### config.mk
export PLATFORM = sky130hd
export DESIGN_NAME = ps_fetch_seq
export DESIGN_NICKNAME = d
export VERILOG_FILES = /design/src/rtl/ps_pkg.sv /design/src/rtl/ps_pc_stack.sv /design/src/rtl/ps_fetch_seq.sv
export SDC_FILE = /design/constraint.sdc
export NUM_CORES = 1
export LEC_CHECK = 0
export ABC_AREA = 0
export BUFFER_PORTS_ARGS = -buffer_cell sky130_fd_sc_hd__buf_4
export CORE_MARGIN = 4
export CORE_UTILIZATION = 54
export CTS_BUF_LIST = sky130_fd_sc_hd__clkbuf_8
export CTS_CLUSTER_SIZE = 14
export DETAILED_ROUTE_END_ITERATION = 8
export PLACE_DENSITY_LB_ADDON = 0.1
export SLEW_MARGIN = 0
export SYNTH_ARGS = -nofsm -noshare
export SYNTH_HDL_FRONTEND = slang
export SYNTH_HIERARCHICAL = 1
export SYNTH_SLANG_ARGS = --single-unit
### constraint.sdc
create_clock -name clk_fetch -period 3.6 [get_ports clk_fetch]
set_clock_uncertainty 0.2 [all_clocks]
set_input_delay 0.36 -clock clk_fetch [delete_from_list [all_inputs] [get_ports clk_fetch]]
set_output_delay 0.36 -clock clk_fetch [all_outputs]
set_load 0.02 [all_outputs]
### src/rtl/ps_pkg.sv
// Shared definitions for the program-sequencer fetch slice.
package ps_pkg;

  localparam int unsigned ADDR_W_DEF = 16;
  localparam int unsigned STCKY_W    = 4;

  // Bit positions inside the {underflow, overflow, full, empty} status word
  localparam int unsigned STK_EMPTY = 0;
  localparam int unsigned STK_FULL  = 1;
  localparam int unsigned STK_OVF   = 2;
  localparam int unsigned STK_UNF   = 3;

endpackage

### src/rtl/ps_pc_stack.sv
// PC stack: storage, fill pointer, empty/full flags and sticky overflow/underflow bits.
module ps_pc_stack
  import ps_pkg::*;
#(
  parameter  int unsigned ADDR_W    = ADDR_W_DEF,
  parameter  int unsigned STK_DEPTH = 4,
  localparam int unsigned PTR_W     = $clog2(STK_DEPTH + 1)
) (
  input  logic              clk_fetch,
  input  logic              rst,
  input  logic              push_i,
  input  logic              pop_i,
  input  logic              wr_i,
  input  logic [ADDR_W-1:0] push_dt_i,
  input  logic [ADDR_W-1:0] wr_dt_i,
  input  logic              stcky_clr_i,
  output logic [ADDR_W-1:0] tos_o,
  output logic [PTR_W-1:0]  ptr_o,
  output logic [STCKY_W-1:0] stcky_o
);

  localparam int unsigned IDX_W = $clog2(STK_DEPTH);

  logic [ADDR_W-1:0]  mem_q [STK_DEPTH];
  logic [ADDR_W-1:0]  mem_d [STK_DEPTH];
  logic [PTR_W-1:0]   ptr_q, ptr_d;
  logic [STCKY_W-1:0] stcky_q, stcky_d;

  logic             not_empty, is_full;
  logic             ovf_set, unf_set;
  logic [IDX_W-1:0] top_idx, push_idx;

  assign not_empty = (ptr_q != '0);
  assign is_full   = (ptr_q == PTR_W'(STK_DEPTH));
  assign top_idx   = IDX_W'(ptr_q - PTR_W'(1));
  assign push_idx  = IDX_W'(ptr_q);

  // Push+pop on an empty stack falls through to the push-only branch
  always_comb begin
    mem_d   = mem_q;
    ptr_d   = ptr_q;
    ovf_set = 1'b0;
    unf_set = 1'b0;
    if (push_i && pop_i && not_empty) begin
      mem_d[top_idx] = push_dt_i;
    end else if (push_i) begin
      if (is_full) begin
        ovf_set = 1'b1;
      end else begin
        mem_d[push_idx] = push_dt_i;
        ptr_d           = ptr_q + PTR_W'(1);
      end
    end else if (pop_i) begin
      if (not_empty) begin
        ptr_d = ptr_q - PTR_W'(1);
      end else begin
        unf_set = 1'b1;
      end
    end else if (wr_i && not_empty) begin
      mem_d[top_idx] = wr_dt_i;
    end
  end

  always_comb begin
    stcky_d            = '0;
    stcky_d[STK_EMPTY] = (ptr_d == '0);
    stcky_d[STK_FULL]  = (ptr_d == PTR_W'(STK_DEPTH));
    stcky_d[STK_OVF]   = (stcky_q[STK_OVF] & ~stcky_clr_i) | ovf_set;
    stcky_d[STK_UNF]   = (stcky_q[STK_UNF] & ~stcky_clr_i) | unf_set;
  end

  always_ff @(posedge clk_fetch or negedge rst) begin
    if (!rst) begin
      mem_q   <= '{default: '0};
      ptr_q   <= '0;
      stcky_q <= STCKY_W'(1) << STK_EMPTY;
    end else begin
      mem_q   <= mem_d;
      ptr_q   <= ptr_d;
      stcky_q <= stcky_d;
    end
  end

  assign tos_o   = not_empty ? mem_q[top_idx] : '0;
  assign ptr_o   = ptr_q;
  assign stcky_o = stcky_q;

endmodule

### src/rtl/ps_fetch_seq.sv
// Program-sequencer fetch engine: fetch-address mux/register, halt and PM chip select around the PC stack.
module ps_fetch_seq
  import ps_pkg::*;
#(
  parameter  int unsigned       ADDR_W    = ADDR_W_DEF,
  parameter  int unsigned       STK_DEPTH = 4,
  parameter  logic [ADDR_W-1:0] RST_VEC   = '0,
  localparam int unsigned       PTR_W     = $clog2(STK_DEPTH + 1)
) (
  input  logic              clk_fetch,
  input  logic              rst,
  input  logic              fs_idle,
  input  logic              fs_jmp,
  input  logic [ADDR_W-1:0] fs_jmp_add,
  input  logic              fs_call,
  input  logic [ADDR_W-1:0] fs_ret_add,
  input  logic              fs_rtrn,
  input  logic              fs_push,
  input  logic              fs_pop,
  input  logic              fs_stk_wr,
  input  logic [ADDR_W-1:0] fs_wr_dt,
  input  logic              fs_stcky_clr,
  output logic [ADDR_W-1:0] fs_faddr,
  output logic              fs_pm_cslt,
  output logic [ADDR_W-1:0] fs_tos,
  output logic [PTR_W-1:0]  fs_ptr,
  output logic [3:0]        fs_stcky
);

  logic [ADDR_W-1:0] faddr_q, faddr_d;
  logic              halt;
  logic              push_ev, pop_ev, wr_ev;
  logic [ADDR_W-1:0] push_dt;

  assign halt    = fs_stcky[STK_OVF] | fs_stcky[STK_UNF];
  assign push_ev = ~halt & (fs_call | fs_push);
  assign pop_ev  = ~halt & (fs_rtrn | fs_pop);
  assign wr_ev   = ~halt & fs_stk_wr;
  assign push_dt = fs_call ? fs_ret_add : fs_wr_dt;

  ps_pc_stack #(
    .ADDR_W    (ADDR_W),
    .STK_DEPTH (STK_DEPTH)
  ) u_pc_stack (
    .clk_fetch   (clk_fetch),
    .rst         (rst),
    .push_i      (push_ev),
    .pop_i       (pop_ev),
    .wr_i        (wr_ev),
    .push_dt_i   (push_dt),
    .wr_dt_i     (fs_wr_dt),
    .stcky_clr_i (fs_stcky_clr),
    .tos_o       (fs_tos),
    .ptr_o       (fs_ptr),
    .stcky_o     (fs_stcky)
  );

  // A return on an empty stack does not redirect; the underflow it raises halts fetch
  always_comb begin
    faddr_d = faddr_q;
    if (!halt) begin
      if (fs_call || fs_jmp) begin
        faddr_d = fs_jmp_add;
      end else if (fs_rtrn && (fs_ptr != '0)) begin
        faddr_d = fs_tos;
      end else if (!fs_idle) begin
        faddr_d = faddr_q + ADDR_W'(1);
      end
    end
  end

  always_ff @(posedge clk_fetch or negedge rst) begin
    if (!rst) begin
      faddr_q <= RST_VEC;
    end else begin
      faddr_q <= faddr_d;
    end
  end

  assign fs_faddr   = faddr_q;
  assign fs_pm_cslt = ~fs_idle & ~halt;

endmodule
* Word-level counts from Yosys, hierarchy flattened *
Cells that the tools add are included.

storage, ports and cells
  input bits = 58
  word-level logic and storage cells = 79
  output and inout port bits = 40
  register bits = 87

operators by class
  magnitude comparators = 4
  reductions and logical operators = 12
  muxes and demuxes = 32
  eq/ne operators = 5
  bitwise logic cells = 16
  add/subtract/negate cells = 3

operator list
  cell                     number
  $mux W64                 5
  $bwmux W64               3
  $mux W16                 9
  $demux W16 S2            2
  $bmux W16 S2             1
  $add A16 B1 Y16 const B  1
  $mux W3                  5
  $mux W1                  7
  $and A1 B1 Y1            6
  $eq A3 B3 Y1 const B     2
  $ge A3 B3 Y1 const B     2
  $logic_and A1 B1 Y1      6
  $lt A3 B1 Y1 const B     2
  $not A2 Y3               2
  $reduce_bool A3 Y1       2
  $or A1 B1 Y1             5
  $add A3 B1 Y3 const B    1
  $logic_not A3 Y1         1
  $ne A3 B1 Y1 const B     1
  $ne A3 B2 Y1 const B     1
  $ne A3 B3 Y1 const B     1
  $not A1 Y1               3
  $reduce_and A3 Y1        1
  $sub A3 B1 Y3 const B    1
  other kinds (2)          2

* Logic depth before layout (Yosys ltp) *
  word-level depth = 11
  mapped depth = 12
  mapped depth without buffers = 8

* Cells and area by module *
The synthesis kept the hierarchy.

by module, submodules not included
  module        area an instance (um2)  times used  cells each  sequential area each (um2)
  ps_pc_stack   5365.1                  1           519         1778.0
  ps_fetch_seq  1485.2                  1           184         400.4

* Worst setup path after synthesis *
OpenSTA, ideal clock, no wires.

  kind = flip-flop to flip-flop
  from = register u_pc_stack.ptr_q[0], in the netlist u_pc_stack/ptr_o[0]
  to = register faddr_q[12], in the netlist fs_faddr[12]
  arrival time = 3.313 ns
  data required time = 3.271 ns
  slack = -0.042 ns
  cell stages (with the launch flop) = 13
  clock period less this slack = 3.642 ns
  path through = dfrtp_1 -> buf_2 -> buf_4 -> inv_1 -> ha_1 -> clkbuf_1 -> clkbuf_1 -> mux4_2 -> and2_1 -> or3_1 -> o22ai_1 -> a31o_2 -> a211oi_1

between the ends
  cells in the longest elaborated chain, start to end = 8
  elaborated cells between the ends (all ways) = 12
  those cells by class = add/sub: 1; eq/ne: 1; mux: 6; bitwise: 1; reduce/logical: 3

RTL lines
  item                                         RTL line            RTL
  start: declaration                           ps_pc_stack.sv:26   logic [PTR_W-1:0] ptr_q, ptr_d;
  start signal: assignment                     ps_pc_stack.sv:79   ptr_q <= ptr_d;
  $sub A3 B1 Y3                                ps_pc_stack.sv:35   assign top_idx = IDX_W'(ptr_q - PTR_W'(1));
  $not A2 Y3 (implied by the code)             ps_pc_stack.sv:84   assign tos_o = not_empty ? mem_q[top_idx] : '0;
  $bmux W16 S2                                 ps_pc_stack.sv:84
  $mux W16 (implied by the code) (2 in a row)  ps_pc_stack.sv:84
  $mux W16 *                                   ps_pc_stack.sv:84
  named net fs_tos[12]                         ps_fetch_seq.sv:25  output logic [ADDR_W-1:0] fs_tos,
  $mux W16 *                                   ps_fetch_seq.sv:64  end else if (fs_rtrn && (fs_ptr != '0)) begin
  $mux W16 *                                   ps_fetch_seq.sv:62  if (fs_call || fs_jmp) begin
  end signal: assignment                       ps_fetch_seq.sv:76  faddr_q <= faddr_d;
  end: declaration                             ps_fetch_seq.sv:30  logic [ADDR_W-1:0] faddr_q, faddr_d;

The timed path passes the listed nets; every way through them passes the cells marked *. The select of a mux whose other input is x is not followed.
A chain may end at the register's enable or synchronous reset.

* Final worst setup path *
  from = register u_pc_stack.ptr_q[1], in the netlist u_pc_stack/ptr_o[1]
  to = output port fs_tos[8]

between the ends
  cells in the longest elaborated chain, start to end = 6
  elaborated cells between the ends (all ways) = 7
  those cells by class = add/sub: 1; mux: 4; bitwise: 1; reduce/logical: 1

RTL lines
  item                                         RTL line
  $sub A3 B1 Y3                                ps_pc_stack.sv:35
  $not A2 Y3 (implied by the code)             ps_pc_stack.sv:84
  $bmux W16 S2                                 ps_pc_stack.sv:84
  $mux W16 (implied by the code) (2 in a row)  ps_pc_stack.sv:84
  $mux W16 *                                   ps_pc_stack.sv:84
  end: declaration                             ps_fetch_seq.sv:25

Mark *: on every way between the ends. The rest lies on a longest branch, timed or not. The select of a mux whose other input is x is not followed.

==> impl_metrics.yaml <==
timing:
  maxSlewHeadroom: 0.471
  tns_ns: 0
  timing.final.crit_period_ns: 3.16
  post-route-period-util: 0.879
  setup_viol: 0
  max_freq_mhz: 316
  hold_viol_final: 0
  worst_slack_ns: 0.437
  slew_violations: 0
  rsz0062_at_grt: "false"
  worst_pin_slew_ns: 0.788
setup_path:
  cp-start-kind: "register"
  worst-path-max-fanout: 10
  cp.required_ns: 3.04
  worstSetupPathType: "register to primary output"
  worstPathArrival_ns: 2.60
  critPathCaptureType: "primary output"
synthesis:
  synth_compound_area_frac: 0.154
  synthArstFlopShare: 1.00
  synth.avg_cell_area_um2: 9.74
  yosysTopAreaCellShare: 0.314
  synth_edf_count: 0
  synth-simple-area-share: 0.176
  synth_ff_type: "dfrtp_1"
  synth_cell_types: 71
  syn_inst: 703
  synth_fa_ha_area_frac: 0.0128
  synthMuxAreaShare: 0.274
  synth_xor_area_frac: 0.00639
  synth_largest_area_cell: "dfrtp_1"
  synth_top_family_by_area: "multiplexers"
  syn-cell-area_um2: 6850
  ys_ff_latch: 87
  yosys_warnings: 6
  netlist_top_cells_area: "dfrtp_1 (31%), mux2_2 (8.4%), mux2i_1 (6.9%)"
  synth_seq_area_share: 0.318
  synth_nets: 768
cells_and_area:
  fillCellCount: 1038
  fin_nets: 828
  insertedDiodeCount: 0
  multi_input_area_um2: 4270
  seqCellArea_um2: 2180
  area_growth_pct: 13.8
  drive_above_1_share: 0.331
place:
  place_ws_ns: 0.516
  place_congestion: 1.01
  io_buffers: 97
  place_hpwl_mm: 14.2
drt:
  drt_first_pass_iters: 5
  wl_met1_mm: 8.64
  num_vias: 6135
  drcViolationCount: 0
  routed.top_layer: "met4"
  via_per_inst: 6.55
  route.met2.wl_mm: 9.59
  routed_wl_mm: 20.5
  routed-wl-met3_mm: 1.84
  ant_nets: 0
  avgRoutedWirePerCell_um: 21.9
  drt_iter0_markers: 671
clock_tree:
  path_clk_slew_ns: 0.08
  holdBufCountCts: 2
  post_cts_resized: 0
  htreeDepth: 3
  cts_tree: "done"
  clockRootBuffer: "clkbuf_8"
  cts.sinks: 87
  clk_path_buf_depth: 2
  numCtsBuffers: 9
  cts_setup_buffers: 0
  clk_latency_ns: 0.36
die:
  die_area_um2: 14600
  start_util: 0.561
  die_h_um: 121
  row_count: 40
  coreArea_um2: 12200
  ios: 98
  die_w_um: 121
run_status:
  status: "finished clean"
power:
  peakVddDrop_mv: 0.411
  p_per_area_nw_per_um2: 898
  leakagePower_nw: 3.51
grt:
  grt_max_degree: 42
  grt_use_total: 0.282
  grt_pass1_vias: 6107
  grt_pass1_wl_mm: 32.8
  grt-ovfl-total: 0
  antenna_found_initial: 0
job:
  cap_violations: 0
worst_hold_path:
  hold_path.class: "input port to register"
==> power breakdown <==
group          total (mW)  switching, mW  internal, mW
Combinational        4.76           2.67          2.09
Clock               0.607          0.350         0.257
Sequential           1.64          0.324          1.32
==> sequential cells by signal, indices dropped and copies added, names as in the netlist <==
| register | count |
|---|---|
| fs_faddr | 16 |
| u_pc_stack/stcky_o | 4 |
| u_pc_stack/mem_q | 64 |
| u_pc_stack/ptr_o | 3 |
==> final timing paths <==
path / from / to / slack [ns] / cells past startpoint
setup / recovery: u_pc_stack/ptr_o[1]$_DFF_PN0_ / fs_tos[8] / 0.44 / 6
min in group asynchronous: rst / fs_faddr[2]$_DFFE_PN0P_ / 0.32 / 2
hold / removal: fs_jmp_add[4] / fs_faddr[4]$_DFFE_PN0P_ / 0.1 / 3
hold reg to reg: u_pc_stack/mem_q[17]$_DFFE_PN0P_ / u_pc_stack/mem_q[17]$_DFFE_PN0P_ / 0.31 / 1
max in group asynchronous: rst / u_pc_stack/mem_q[13]$_DFFE_PN0P_ / 2.12 / 3
setup reg to reg: u_pc_stack/ptr_o[1]$_DFF_PN0_ / u_pc_stack/mem_q[26]$_DFFE_PN0P_ / 0.44 / 7
==> routing by layer <==
layer / GRT usage / up-vias
met4: 0.108 / 0
met1: 0.373 / 3024
li1: - / 2723
met3: 0.0631 / 35
met2: 0.452 / 353
met5: 0 / -
==> kinds of logic after synthesis <==
kind of cell,count (synthesis)
buffers and inverters,84
xor gates and xnor gates,5
AOI/OAI and AO/OA,144
muxes,145
adders and majority gates,7
and+or+nand+nor,231
DFF,87
==> critical path, cell delays in order (launching register included) <==
cell and delay (ns):
dfrtp_1 0.49, inv_1 0.15, ha_1 0.61, buf_4 0.30, mux4_2 0.32, and2_1 0.20
buf_4 0.16
==> cells in the mapped netlist, types with 7 or more instances <==
cell / instances
nand2_1: 99
dfrtp_1: 86
mux2_2: 51
mux2i_1: 47
clkbuf_1: 42
a22oi_1: 32
mux2_4: 30
and2_1: 24
nand4_1: 22
nor2_1: 21
o211ai_1: 21
buf_2: 20
a31oi_1: 18
o21ai_0: 17
mux4_2: 16
and3b_1: 15
a21oi_1: 13
nor3_1: 11
nand3_1: 10
buf_4: 7
ha_1: 7
inv_1: 7
==> placed cells by master, fill, tap and decap left out, drive strengths merged, types with 4 or more instances in the layout <==
cell / netlist / layout
a21oi: 16 / 16
a22oi: 32 / 32
a31oi: 20 / 20
and2: 24 / 24
and3: 4 / 4
and3b: 15 / 15
buf: 34 / 124
clkbuf: 43 / 10
dfrtp: 86 / 86
ha: 7 / 7
inv: 7 / 12
mux2: 81 / 81
mux2i: 48 / 48
mux4: 16 / 16
nand2: 99 / 99
nand3: 10 / 10
nand4: 23 / 23
nor2: 22 / 22
nor2b: 5 / 5
nor3: 11 / 11
nor4: 4 / 4
o211ai: 22 / 22
o21a: 5 / 5
o21ai: 21 / 21
==> per-stage QoR <==
| step | cells | utilization | power [mW] | cell area (um2) | hold WS [ns] |
|---|---|---|---|---|---|
| after floorplan | 703 | - | 5.03 | 6850 | -0.136 |
| after global placement | 918 | 0.624 | 6.21 | 7620 | 0.170 |
| after detailed placement | 918 | 0.624 | 6.34 | 7620 | 0.177 |
| after CTS | 936 | 0.639 | 6.95 | 7800 | 0.0956 |
| after global routing | 936 | 0.639 | 7.40 | 7800 | 0.121 |
| final | 936 | 0.639 | 7.01 | 7800 | 0.0991 |
==> area by class of cell <==
class / instances / area share
Tap cell: 168 / 0.0270
Inverter: 7 / 0.00337
Timing Repair Buffer: 126 / 0.122
Clock buffer: 10 / 0.0176
Sequential cell: 87 / 0.279
Multi-Input combinational cell: 532 / 0.548
Clock inverter: 6 / 0.00305
Note: power is estimated with default switching activity, not from simulation.
